### src/rtl/fft_bram_pkg.sv
// fft_bram_pkg: shared widths, depth and capture state encoding for the FFT capture BRAM path
package fft_bram_pkg;
  localparam int FFT_DATA_W = 40;
  localparam int FFT_ADDR_W = 13;
  localparam int FFT_DEPTH  = 8192;
  typedef enum logic [1:0] {
    IDLE     = 2'd0,
    WAIT_SOF = 2'd1,
    CAPTURE  = 2'd2,
    DONE     = 2'd3
  } cap_state_e;
endpackage

### src/rtl/bram_wr_port_reg.sv
// bram_wr_port_reg: registered BRAM port A write interface; address/data hold between writes
module bram_wr_port_reg #(
  parameter int DATA_W = 40,
  parameter int ADDR_W = 13
) (
  input  logic              clk_i,
  input  logic              rst_i,
  input  logic              wr_i,
  input  logic [ADDR_W-1:0] addr_i,
  input  logic [DATA_W-1:0] data_i,
  output logic              ena_o,
  output logic              wea_o,
  output logic [ADDR_W-1:0] addra_o,
  output logic [DATA_W-1:0] dina_o
);
  logic              wr_q;
  logic [ADDR_W-1:0] addr_q;
  logic [DATA_W-1:0] data_q;
  always_ff @(posedge clk_i)
    if (rst_i) begin
      wr_q   <= 1'b0;
      addr_q <= '0;
      data_q <= '0;
    end else begin
      wr_q <= wr_i;
      if (wr_i) begin
        addr_q <= addr_i;
        data_q <= data_i;
      end
    end
  assign ena_o   = wr_q;
  assign wea_o   = wr_q;
  assign addra_o = addr_q;
  assign dina_o  = data_q;
endmodule

### src/rtl/fft_bram_capture_writer.sv
// fft_bram_capture_writer: arms on a pulse, optionally aligns to SOF, writes DEPTH samples to BRAM port A
module fft_bram_capture_writer
  import fft_bram_pkg::*;
#(
  parameter int DATA_W    = FFT_DATA_W,
  parameter int ADDR_W    = FFT_ADDR_W,
  parameter int DEPTH     = FFT_DEPTH,
  parameter int ALIGN_SOF = 1
) (
  input  logic              clka_i,
  input  logic              rst_i,
  input  logic              arm_i,
  input  logic              s_valid_i,
  input  logic              s_sof_i,
  input  logic [DATA_W-1:0] s_data_i,
  output logic              ena_o,
  output logic              wea_o,
  output logic [ADDR_W-1:0] addra_o,
  output logic [DATA_W-1:0] dina_o,
  output logic              busy_o,
  output logic              done_o,
  output logic [ADDR_W:0]   wr_count_o,
  output logic              sof_err_o
);
  localparam int CW    = ADDR_W + 1;
  localparam bit ALIGN = ALIGN_SOF != 0;
  cap_state_e        st_q, st_d;
  logic [CW-1:0]     cnt_q, cnt_d;
  logic              sof_err_q, sof_err_d, busy_q, done_q;
  logic              last_w, acc_new, acc_run, wr_en;
  logic [ADDR_W-1:0] wr_addr;
  // the final word of a capture is written even when a coincident arm restarts the capture
  assign last_w  = st_q == CAPTURE && s_valid_i && cnt_q == CW'(DEPTH - 1);
  assign acc_new = arm_i && !ALIGN && s_valid_i && !last_w;
  assign acc_run = !arm_i && s_valid_i && (st_q == CAPTURE || (st_q == WAIT_SOF && s_sof_i));
  assign wr_en   = last_w || acc_new || acc_run;
  assign wr_addr = acc_new ? '0 : cnt_q[ADDR_W-1:0];
  always_comb begin
    st_d      = st_q;
    cnt_d     = cnt_q;
    sof_err_d = sof_err_q;
    if (arm_i) begin
      st_d      = ALIGN ? WAIT_SOF : CAPTURE;
      cnt_d     = acc_new ? CW'(1) : '0;
      sof_err_d = 1'b0;
    end else if (st_q == WAIT_SOF && s_valid_i && s_sof_i) begin
      st_d  = CAPTURE;
      cnt_d = CW'(1);
    end else if (st_q == CAPTURE && s_valid_i) begin
      st_d      = last_w ? DONE : CAPTURE;
      cnt_d     = cnt_q + CW'(1);
      sof_err_d = sof_err_q | s_sof_i;
    end
  end
  always_ff @(posedge clka_i)
    if (rst_i) begin
      st_q      <= IDLE;
      cnt_q     <= '0;
      sof_err_q <= 1'b0;
      busy_q    <= 1'b0;
      done_q    <= 1'b0;
    end else begin
      st_q      <= st_d;
      cnt_q     <= cnt_d;
      sof_err_q <= sof_err_d;
      busy_q    <= st_d == WAIT_SOF || st_d == CAPTURE;
      done_q    <= st_d == DONE;
    end
  bram_wr_port_reg #(.DATA_W(DATA_W), .ADDR_W(ADDR_W)) u_port (
    .clk_i  (clka_i),
    .rst_i  (rst_i),
    .wr_i   (wr_en),
    .addr_i (wr_addr),
    .data_i (s_data_i),
    .ena_o  (ena_o),
    .wea_o  (wea_o),
    .addra_o(addra_o),
    .dina_o (dina_o)
  );
  assign busy_o     = busy_q;
  assign done_o     = done_q;
  assign wr_count_o = cnt_q;
  assign sof_err_o  = sof_err_q;
endmodule

### config.mk
export PLATFORM = sky130hd
export DESIGN_NAME = fft_bram_capture_writer
export DESIGN_NICKNAME = d
export VERILOG_FILES = /design/src/rtl/fft_bram_pkg.sv /design/src/rtl/bram_wr_port_reg.sv /design/src/rtl/fft_bram_capture_writer.sv
export SDC_FILE = /design/constraint.sdc
export NUM_CORES = 1
export LEC_CHECK = 0
export BUFFER_PORTS_ARGS = -buffer_cell sky130_fd_sc_hd__buf_4
export CORE_UTILIZATION = 45
export DETAILED_ROUTE_END_ITERATION = 7
export PLACE_DENSITY = 0.86
export SLEW_MARGIN = 20
export SYNTH_ARGS = -nofsm -noshare
export SYNTH_HDL_FRONTEND = slang
export SYNTH_SLANG_ARGS = --single-unit
### constraint.sdc
create_clock -name clka_i -period 1.7 [get_ports clka_i]
set_clock_uncertainty 0.05 [all_clocks]
set_input_delay 0.17 -clock clka_i [delete_from_list [all_inputs] [get_ports clka_i]]
set_output_delay 0.17 -clock clka_i [all_outputs]
set_load 0.03 [all_outputs]
==> run summary <==
routed len/inst = 13.68 µm
CP Capture Type = flop
Pwr per Cell Area = 772.9 mW/mm²
largest net degree at the start of global routing = 61
initial antenna violation count = 0
via count = 2,800
Worst R2R Start = wr_count_o[1]
Critical Path Start Type = flop
die area = 0.007770 mm²
post-synthesis net count = 388
r2r setup slk = 50 ps
aggregate global-route resource usage = 0.1990
clk buf depth = 2
DRT Wirelength = 7893 µm
chip height = 88.15 µm
H-tree depth = 3
Gate Count Post-Synth = 341
grt total ovfl = 0
slew margin rel. = 0.7080
number of I/O port buffers = 116
clk_lat worst skew = 340 ps
first-pass GRT wire length = 11,810 µm
TritonCTS clock tree = built
Critical Path AT = 1890 ps
Yosys cell types = 34
clk sinks = 73
Hold Path Depth = 2
count leader, synth = nand2b_1
top cell type's share of synthesized area = 0.4376
Post-DRT Antenna Nets = 0
ranking of synthesized cells by area = dfxtp_1 (44%), nand2b_1 (20%), mux2i_1 (16%)
DR iter-0 viols = 82
Slew Viols, Final = 0
FILL cells = 580
Crit Path Class = flop to flop
Final Wtd Congestion = 0.7568
Synth Flop Type = dfxtp_1
number of global-route vias before repair = 2,531
maximum vdd drop = 0.3741 mV
Least-Margin Pin Slew = 434.7 ps
cell area after synthesis = 0.003339 mm²
post-synthesis sequential area ratio = 0.4376
Reg2Reg Depth = 8
worst-path fanout max = 8
Max Cap Viol = 0
Chip Width = 88.15 µm
DR DRC count = 0
EDFF count, synth = 0
RSZ-0062 raised after global routing = true
Clock Root Buffer = clkbuf_8
layout cells sized above 1 = 0.3745
Area growth syn-to-layout = 42.82%
Fin Hold WS = 20.17 ps
num ports = 117
DP HPWL = 5497 µm
Starting Density = 0.4629
Pleak = 2.356 nW
Clock transition at path regs = 80 ps
fin crit share = 0.9716
DR pass1 iterations = 4
core outline area = 0.007214 mm²
CP required = 1930 ps
Antenna Cells = 0
Setup crit start = wr_count_o[1]
Synth area leader = dfxtp_1
setup violation total in the final timing report = 0
final hold viol count = 0
Post-synth top cells = nand2b_1 (105), dfxtp_1 (73), mux2i_1 (54)
Post-synth ARST share = 0
setup TNS = 0 ps
Syn Area/Cell = 9.793 µm²
vias per std cell = 4.853
outcome = complete, no violations
CTS buffer count = 9
Site Rows = 31
synthesis warning total = 0
nets = 520
hold_sp = arm_i
cts hold-fix bufs = 0
register bit total from synthesis = 73
Fmax = 605.4 MHz
Final min period = 1652 ps
worst hold path class = primary input to flop
cell type report:
type / instances / area (µm²) / area share
sequential: 73 / 1484 / 0.3111
multi-input combinational: 241 / 1759 / 0.3688
clock inverter: 2 / 38.79 / 0.008132
clock buffer: 14 / 205.2 / 0.04302
timing repair buffer: 144 / 1144 / 0.2398
tap: 99 / 123.9 / 0.02597
inverter: 4 / 15.01 / 0.003148
worst max-delay path: stages (launching register included):
cell and delay [ps]:
dfxtp_4 360, ha_4 160, nand3_4 90, nor3_4 50, buf_4 150, a21boi_4 250
buf_12 150, clkbuf_16 160, mux2i_1 180
cells by family after synthesis:
| family | share of synthesized area |
|---|---|
| simple gates | 0.2956 |
| flops | 0.4376 |
| mux | 0.1619 |
| buf+inv | 0.04758 |
| compound gates | 0.02885 |
| xor+xnor | 0.02098 |
| fa+ha+maj | 0.007492 |
state kept, by name (all words and copies together), names as in the netlist:
signal / cells
done_o: 1
u_port.addra_o: 13
wr_count_o: 14
busy_o: 1
st_q: 2
u_port.ena_o: 1
sof_err_o: 1
u_port.dina_o: 40
layer usage:
| metal | vias to the layer above | track usage | part of all wire |
|---|---|---|---|
| met5 | - | 0 | 0 |
| met4 | 0 | 0.1056 | 0.026 |
| met3 | 20 | 0.03487 | 0.038 |
| met2 | 77 | 0.3467 | 0.52 |
| met1 | 1311 | 0.2331 | 0.42 |
| li1 | 1392 | - | - |
cells in the final DEF, fill, tap and decap left out, types with 3 or more instances in the layout:
cell,synthesis,routed
buf_4,1,140
a211oi_1,3,3
dfxtp_4,0,3
clkbuf_8,0,11
nor2b_1,5,5
mux2i_1,54,54
xnor2_1,6,6
a21oi_1,4,4
dfxtp_2,0,9
nor3_1,5,5
nand2b_1,105,105
clkbuf_16,0,3
nand2_1,12,12
inv_1,4,4
nor4_1,4,4
nand4_1,6,6
dfxtp_1,73,61
nor2_1,13,13
where the power goes:
group	total [mW]	internal [mW]	leakage (nW)	switching, mW
clock	1.59	0.941	0.123	0.645
sequential	1.74	1.73	0.596	0.0151
combinational	0.357	0.191	1.64	0.165
final timing paths:
kind | end
hold reg to reg | u_port.addra_o[12]
hold / removal | st_q[1]
setup reg to reg | u_port.dina_o[17]
setup / recovery | u_port.dina_o[17]
stage by stage:
| step | utilization | instances | cell area [µm²] | worst slack, ps | total power, mW |
|---|---|---|---|---|---|
| 6_report | 0.6611 | 577 | 4770 | 48.23 | 3.686 |
| 5_1_grt | 0.6611 | 577 | 4770 | -42.53 | 3.816 |
| 4_1_cts | 0.6524 | 573 | 4707 | -31.88 | 3.703 |
| 3_5_place_dp | 0.6139 | 556 | 4429 | -55.54 | 2.129 |
| 3_3_place_gp | 0.6139 | 556 | 4429 | 46.94 | 2.116 |
| 2_1_floorplan | - | 341 | 3382 | 1.710 | 1.983 |
what timing repair did:
action	in CTS	in global routing
cloned	1	1
endpoints found under the setup margin	40	47
buffers inserted	0	3
pin swaps	0	3
gates resized for setup	1	4
Power figures use the tool's default switching activity.
